==> src/rtl/systolic_pkg.sv <==
// rtl/systolic_pkg.sv - shared types and defaults for the systolic tile scheduler
// Purpose: scheduler state encoding plus default tile-count width and watchdog limit.
// Ports: none (package).
package systolic_pkg;

  localparam int TILE_W_DEF   = 8;
  localparam int WDOG_MAX_DEF = 255;

  typedef enum logic [2:0] {
    IDLE,
    LOAD,
    START,
    RUN,
    DRAIN,
    NEXT,
    FAULT
  } sched_state_t;

endpackage

==> src/rtl/sched_wdog.sv <==
// rtl/sched_wdog.sv - per-state cycle watchdog for the tile scheduler
// Purpose: counts cycles while enabled and flags expiry on the WDOG_MAX-th cycle.
// Ports: clk, rst_n (async active-low), clear (restart count), enable (count this
//        cycle), expired (current cycle is the WDOG_MAX-th counted cycle).
module sched_wdog
  import systolic_pkg::*;
#(
  parameter int WDOG_MAX = WDOG_MAX_DEF
) (
  input  logic clk,
  input  logic rst_n,
  input  logic clear,
  input  logic enable,
  output logic expired
);

  localparam int CW = (WDOG_MAX < 2) ? 1 : $clog2(WDOG_MAX);
  localparam logic [CW-1:0] LIMIT = CW'(WDOG_MAX - 1);

  logic [CW-1:0] count;

  // count holds the number of earlier cycles already spent in the state, so the
  // cycle that sees count == LIMIT is the WDOG_MAX-th one.
  always_ff @(posedge clk or negedge rst_n) begin
    if (!rst_n) begin
      count <= '0;
    end else if (clear || !enable) begin
      count <= '0;
    end else if (count != LIMIT) begin
      count <= count + CW'(1);
    end
  end

  assign expired = enable && (count == LIMIT);

endmodule

==> src/rtl/systolic_tile_sched.sv <==
// rtl/systolic_tile_sched.sv - per-tile load/start/run/drain sequencer for a systolic array
// Purpose: accepts a job of cmd_tiles tiles and walks each tile through operand load,
//          PE start, run and result drain, with a watchdog on every wait state.
// Ports: clk, rst_n (async active-low); cmd_valid/cmd_ready/cmd_tiles job request;
//        load_req/load_done operand load; pe_start/load_ready/pe_busy PE control;
//        drain_req/drain_done result drain; tile_idx, busy, done (pulse), err (fault).
module systolic_tile_sched
  import systolic_pkg::*;
#(
  parameter int TILE_W   = TILE_W_DEF,
  parameter int WDOG_MAX = WDOG_MAX_DEF
) (
  input  logic              clk,
  input  logic              rst_n,
  input  logic              cmd_valid,
  output logic              cmd_ready,
  input  logic [TILE_W-1:0] cmd_tiles,
  output logic              load_req,
  input  logic              load_done,
  output logic              pe_start,
  output logic              load_ready,
  input  logic              pe_busy,
  output logic              drain_req,
  input  logic              drain_done,
  output logic [TILE_W-1:0] tile_idx,
  output logic              busy,
  output logic              done,
  output logic              err
);

  sched_state_t      state;
  logic [TILE_W-1:0] tiles_q;
  logic              seen_busy;
  logic              arm;
  logic              leaving;
  logic              wd_en;
  logic              wd_exp;

  // A state is being left on its handshake this cycle; restarts the watchdog so
  // back-to-back counted states (RUN -> DRAIN) each get a full budget.
  always_comb begin
    leaving = 1'b0;
    case (state)
      LOAD:    leaving = load_done;
      RUN:     leaving = seen_busy && !pe_busy;
      DRAIN:   leaving = drain_done;
      default: leaving = 1'b0;
    endcase
  end

  assign wd_en = (state == LOAD) || (state == RUN) || (state == DRAIN);

  sched_wdog #(
    .WDOG_MAX(WDOG_MAX)
  ) u_wdog (
    .clk    (clk),
    .rst_n  (rst_n),
    .clear  (leaving),
    .enable (wd_en),
    .expired(wd_exp)
  );

  // arm goes high on the first edge after reset release; the FSM first acts on
  // the second edge, so a reset released near an edge never races a transition.
  always_ff @(posedge clk or negedge rst_n) begin
    if (!rst_n) begin
      state     <= IDLE;
      tile_idx  <= '0;
      tiles_q   <= '0;
      seen_busy <= 1'b0;
      done      <= 1'b0;
      arm       <= 1'b0;
    end else begin
      arm  <= 1'b1;
      done <= 1'b0;
      if (arm) begin
        case (state)
          IDLE: begin
            if (cmd_valid) begin
              tiles_q <= cmd_tiles;
              if (cmd_tiles == '0) begin
                done <= 1'b1;
              end else begin
                tile_idx <= '0;
                state    <= LOAD;
              end
            end
          end
          // Handshake completion wins over a watchdog expiring in the same cycle.
          LOAD: begin
            if (load_done)   state <= START;
            else if (wd_exp) state <= FAULT;
          end
          START: begin
            seen_busy <= 1'b0;
            state     <= RUN;
          end
          // pe_busy is registered in the array, so an early low is ignored until
          // busy has been seen high at least once.
          RUN: begin
            if (seen_busy && !pe_busy) state     <= DRAIN;
            else if (wd_exp)           state     <= FAULT;
            else if (pe_busy)          seen_busy <= 1'b1;
          end
          DRAIN: begin
            if (drain_done)  state <= NEXT;
            else if (wd_exp) state <= FAULT;
          end
          NEXT: begin
            if (tile_idx == tiles_q - TILE_W'(1)) begin
              done  <= 1'b1;
              state <= IDLE;
            end else begin
              tile_idx <= tile_idx + TILE_W'(1);
              state    <= LOAD;
            end
          end
          FAULT:   state <= FAULT;
          default: state <= IDLE;
        endcase
      end
    end
  end

  assign cmd_ready  = arm && (state == IDLE);
  assign busy       = (state != IDLE);
  assign err        = (state == FAULT);
  assign load_req   = (state == LOAD);
  assign pe_start   = (state == START);
  assign load_ready = (state == START) || (state == RUN);
  assign drain_req  = (state == DRAIN);

endmodule

==> config.mk <==
export PLATFORM = sky130hd
export DESIGN_NAME = systolic_tile_sched
export DESIGN_NICKNAME = d
export VERILOG_FILES = /design/src/rtl/systolic_pkg.sv /design/src/rtl/sched_wdog.sv /design/src/rtl/systolic_tile_sched.sv
export SDC_FILE = /design/constraint.sdc
export NUM_CORES = 1
export LEC_CHECK = 0
export CORE_MARGIN = 3
export CORE_UTILIZATION = 50
export CTS_BUF_LIST = sky130_fd_sc_hd__clkbuf_4
export CTS_CLUSTER_SIZE = 8
export DETAILED_ROUTE_END_ITERATION = 7
export PLACE_DENSITY = 0.85
export SLEW_MARGIN = 20
export SYNTH_ARGS = -nofsm -noshare
export SYNTH_HDL_FRONTEND = slang
export SYNTH_SLANG_ARGS = --single-unit
==> constraint.sdc <==
create_clock -name clk -period 2.3 [get_ports clk]
set_clock_uncertainty 0.2 [all_clocks]
set_input_delay 0.46 -clock clk [delete_from_list [all_inputs] [get_ports clk]]
set_output_delay 0.46 -clock clk [all_outputs]
set_load 0.02 [all_outputs]
Word level (Yosys, flattened, before mapping)
Cells that the tools add are included.

Eq/ne operators: 15. Reduce and logical (&&, ||, !) cells: 19. Multiplexer cells: 24. $add $sub $neg: 3.

Operators by type and width (count): $mux 8 (5); $pmux 3 s7 (1); $mux 3 (6); $add 8x1->8 const B (2); $pmux 8 s2 (1); $ne 2x2->1 const B (6); $reduce_and 5->1 (2); $eq 3x3->1 const B (3); $eq 8x8->1 (1); $eq 8x8->1 const B (1); $logic_not 8->1 (1); $mux 1 (8); $ne 8x8->1 const B (1); $sub 8x1->8 const B (1); $eq 3x2->1 const B (2); $reduce_and 3->1 (2); $reduce_bool 2->1 (3); $logic_or 1x1->1 (4); $pmux 1 s2 (2); $eq 3x1->1 const B (1); $logic_and 1x1->1 (3); $logic_not 3->1 (1); $pmux 1 s3 (1); $reduce_bool 3->1 (1); $logic_not 1->1 (2).

Flip-flop bits (word level): 30. Input bits: 14. Word-level logic and storage cells: 68. Output and inout port bits: 16.

Logic depth before layout (Yosys ltp)
Depth in word-level cells: 7. Mapped depth: 9. Mapped depth without buffers: 9.

Cells and area by module
From an unflattened synthesis, not the netlist that was laid out.

Cells, all modules: 204. Area, all modules: 1906.8 sq um.

Modules (own cells, without submodules): systolic_tile_sched (seq. area each 550.5 sq um, instances 1, area an instance 1467.7 sq um, cells each 160); sched_wdog (seq. area each 200.2 sq um, instances 1, area an instance 439.2 sq um, cells each 44).

Worst setup path before layout
OpenSTA, ideal clock, no wires.

Kind: reg-to-reg. From: reg tile_idx[2]. To: reg tile_idx[4]. Stages on the path, launching flop included: 9. Clock period less this slack: 2223 ps. Slack: 77 ps. Arrival time: 1895 ps. Data required time: 1971 ps. Cells stage by stage: dfrtp_1 > buf_6 > xor2_2 > a211oi_1 > o21ai_4 > a211o_2 > a21oi_1 > or3_1 > a21oi_1.

Word-level cells in the longest chain between the ends: 3. Elaborated cells on any way between the ends: 6. Classes of those cells: add/sub (1); eq/ne (2); mux (2); reduce/logical (1).

Ends and longest elaborated chain: start: declaration (line systolic_tile_sched.sv:25) `output logic [TILE_W-1:0] tile_idx,`; start signal: assignment (line systolic_tile_sched.sv:114) `tile_idx <= tile_idx + TILE_W'(1);`; $add 8x1->8 / $eq 8x8->1 (equally long branches) (line systolic_tile_sched.sv:114, systolic_tile_sched.sv:110); $mux 8 / $ne 2x2->1 (equally long branches); $pmux 8 s2 / $reduce_and 5->1 (equally long branches).

Parallel ways exist; a longest one is shown, timed or not. The select of a mux whose other input is x is not followed. A chain may end at the register's enable or synchronous reset.

Worst setup path in the final report
From: reg tiles_q[5]. To: reg tile_idx[6].

Word-level cells in the longest chain between the ends: 4.

Ends and longest elaborated chain: start: declaration (line systolic_tile_sched.sv:32) `logic [TILE_W-1:0] tiles_q;`; start signal: assignment (line systolic_tile_sched.sv:80) `tiles_q <= cmd_tiles;`; $sub 8x1->8 (line systolic_tile_sched.sv:110) `if (tile_idx == tiles_q - TILE_W'(1)) begin`; $eq 8x8->1 (line systolic_tile_sched.sv:110); $ne 2x2->1 (no line); $reduce_and 5->1 (no line).

Every way passes these cells.

==> results_dict.tcl <==
set metrics [dict create \
    run_status "finished, violations left" \
    violations "negative setup slack" \
    worstSetupEndpointType "flip-flop" \
    via_count 1751 \
    fp-row-count 21 \
    dieArea_um2 4510 \
    antenna_left 0 \
    area_growth_pct 42.3 \
    layout_setup_ws_ps -112 \
    hold_violations 0 \
    cpPeakStageDelay_ps 470 \
    synth_seq_cells 30 \
    peakVddDrop_mv 0.647 \
    cp_cell_sequence "nor4_4 -> and3b_1 -> o21ai_4 -> nand2_4 -> a2111oi_4 -> xnor2_1 -> nor2_1" \
    routed.top_layer "met4" \
    power_density_nw_per_um2 1160 \
    final_nets 276 \
    grt_overflow 0 \
    cts.htree.levels 2 \
    drt_iter0_markers 136 \
    synthFlopType "dfrtp_1" \
    synthesis.area_um2 1870 \
    nFillCells 243 \
    clk_pin_slew_ps 110 \
    layout_min_cycle_time_ps 2410 \
    syn-num-nets 220 \
    gp_congestion 0.894 \
    cts_root_buf "clkbuf_4" \
    fin_setup_tns_ps -271 \
    r2r_end "tile_idx[6]$_DFFE_PN0P_" \
    dr.pass1.iters 4 \
    fmax_mhz 415 \
    drv_slew 0 \
    wl_met3_um 365 \
    post-place-ws_ps -313 \
    seq_area_frac_synth_pct 40.2 \
    cellLeakagePower_uw 0.00111 \
    numCtsBuffers 5 \
    portBuffers 29 \
    antenna_found_initial 0 \
    worstPathArrival_ps 2440 \
    cts_buffer_depth 2 \
    timing.critical_path.from_type "flip-flop" \
    hpwl_um 3180 \
    fin_crit_sh_pct 105 \
    route.met2.wl_um 2690 \
    rsz0062_at_grt "yes" \
    synth-edff-count 0 \
    hold_class "input port to asynchronous set/reset pin" \
    synth_async_sr_flop_share_pct 100 \
    critPathKind "flip-flop to flip-flop" \
    drive_gt1_share_pct 29.0 \
    r2r_start "tiles_q[5]$_DFFE_PN0P_" \
    fp.dieH_um 67.1 \
    met1Wirelength_um 2020 \
    crit_start "tiles_q[5]$_DFFE_PN0P_" \
    via_per_inst 5.74 \
    clock_latency_ps 340 \
    synth_cell_type_count 43 \
    grt_pass1_vias 1654 \
    setup_violations 5 \
    cts_tree "yes" \
    cp_max_fo 4 \
    grt_max_degree 31 \
    syn_area_per_cell_um2 9.25 \
    syn_inst 202 \
    ys_warn_count 0 \
    grt_pass1_wl_um 7310 \
    num_io_pins 30 \
    wl_per_cell_um 17.3 \
    holdBufCountCts 0 \
    crit_slowest_cell "dfrtp_1" \
    r2r_setup_slack_ps -110 \
    critPathCapture "tile_idx[6]$_DFFE_PN0P_" \
    hold_ws_ps 289 \
    required_ps 2330 \
    core_area_um2 3470 \
    antenna_cells 0 \
    drc 0 \
    grtUsageTotal_pct 21.4 \
    cap_violations 0 \
    wl_um 5260 \
    clock_sinks 30 \
    r2r_cells 7 \
    initial_utilization_pct 53.9 \
    chipWidth_um 67.1 \
]
[stage by stage]
step	utilization [%]	instance area (um^2)	instances	power, uW
6_report	76.7	2660	305	3070
5_1_grt	76.7	2660	305	3260
4_1_cts	72.0	2500	303	2790
3_5_place_dp	68.2	2360	295	2240
3_3_place_gp	68.2	2360	295	2200
2_1_floorplan	-	1870	202	1710
[routing by layer]
layer,GRT usage (%),up-vias
met1,26.1,833
met3,5.32,19
met4,8.35,0
met2,36.1,73
li1,-,826
met5,0,-
[sequential cells by signal, summed over array words and instances, names as in the netlist]
name	cells
seen_busy	1
u_wdog.count	8
tile_idx	8
done	1
state	3
tiles_q	8
arm	1
[critical path, delay by kind of cell (launching register included)]
kind	cells	cell delay (ps)
and+or+nand+nor	4	780
AOI/OAI and AO/OA	2	650
DFF	1	470
xor gates and xnor gates	1	190
[where the power goes]
group	leakage, uW	switching [uW]	total, uW	internal [uW]
combinational	0.000665	889	1670	783
sequential	0.000388	209	875	666
clock	0.0000528	193	528	335
[kinds of logic after synthesis]
group | after synthesis | share of synthesized area (%)
mux | 9 | 5.35
xor+xnor | 21 | 10.2
simple gates | 86 | 24.1
other cells | 1 | 0.201
fa+ha+maj | 4 | 2.68
flops | 30 | 40.2
compound gates | 38 | 14.1
buf+inv | 13 | 3.15
[cell usage in the layout (no fill, tap or decap), types with 3 or more instances in the layout]
cell type,Yosys,final
a21oi_1,12,10
mux2_2,8,8
o21ai_0,6,5
buf_4,0,26
and2_1,3,3
o22ai_1,5,4
or2_2,3,3
nor2b_1,3,3
xor2_1,11,10
nor3_1,8,7
dlygate4sd2_1,0,4
ha_1,4,3
dfrtp_2,0,3
clkdlybuf4s50_1,0,22
nand2_1,16,16
xnor2_1,9,7
nand3_1,7,7
inv_1,7,5
dfrtp_1,30,27
clkbuf_4,0,5
nand4_1,6,6
a2111oi_4,0,3
nor2_1,26,25
[synth_stat cells (all sizes together), types with 4 or more instances]
library cell,n,area share [%]
o22ai,5,1.7
xor2,12,6.0
xnor2,9,4.2
dfrtp,30,40
a21oi,12,3.2
nand3,7,1.9
inv,7,1.4
nor2,26,5.2
nor3,9,3.0
nand4,6,2.0
nand2,17,3.5
ha,4,2.7
mux2,8,4.8
nor4,4,2.1
o21ai,7,2.5
[worst min-delay path by stage]
stage | startpoint | to | slack (ps) | depth (start not counted)
floorplan | rst_n | arm$_DFF_PN0_ | -40 | 0
global placement | tiles_q[7]$_DFFE_PN0P_ | tiles_q[7]$_DFFE_PN0P_ | 320 | 1
detailed placement | tiles_q[7]$_DFFE_PN0P_ | tiles_q[7]$_DFFE_PN0P_ | 320 | 1
CTS | rst_n | u_wdog.count[4]$_DFFE_PN0P_ | 300 | 2
global route | rst_n | u_wdog.count[4]$_DFFE_PN0P_ | 320 | 2
finish | rst_n | tiles_q[6]$_DFFE_PN0P_ | 290 | 2
[final cells by class]
class                      count  area (um^2)  share of cell area, %
inverter                       7         26.3                  0.988
clock inverter                 3         63.8                   2.40
clock buffer                   5         37.5                   1.41
sequential                    30          754                   28.4
timing repair buffer          55          475                   17.9
multi-input combinational    159         1240                   46.8
tap                           46         57.6                   2.16
[timing repair]
| item | CTS | global route |
|---|---|---|
| pin swaps | 1 | 8 |
| endpoints found under the setup margin | 16 | 14 |
| gates resized for setup | 18 | 26 |
| setup buffers | 0 | 2 |
| gates cloned | 0 | 0 |
Power figures use the tool's default switching activity.
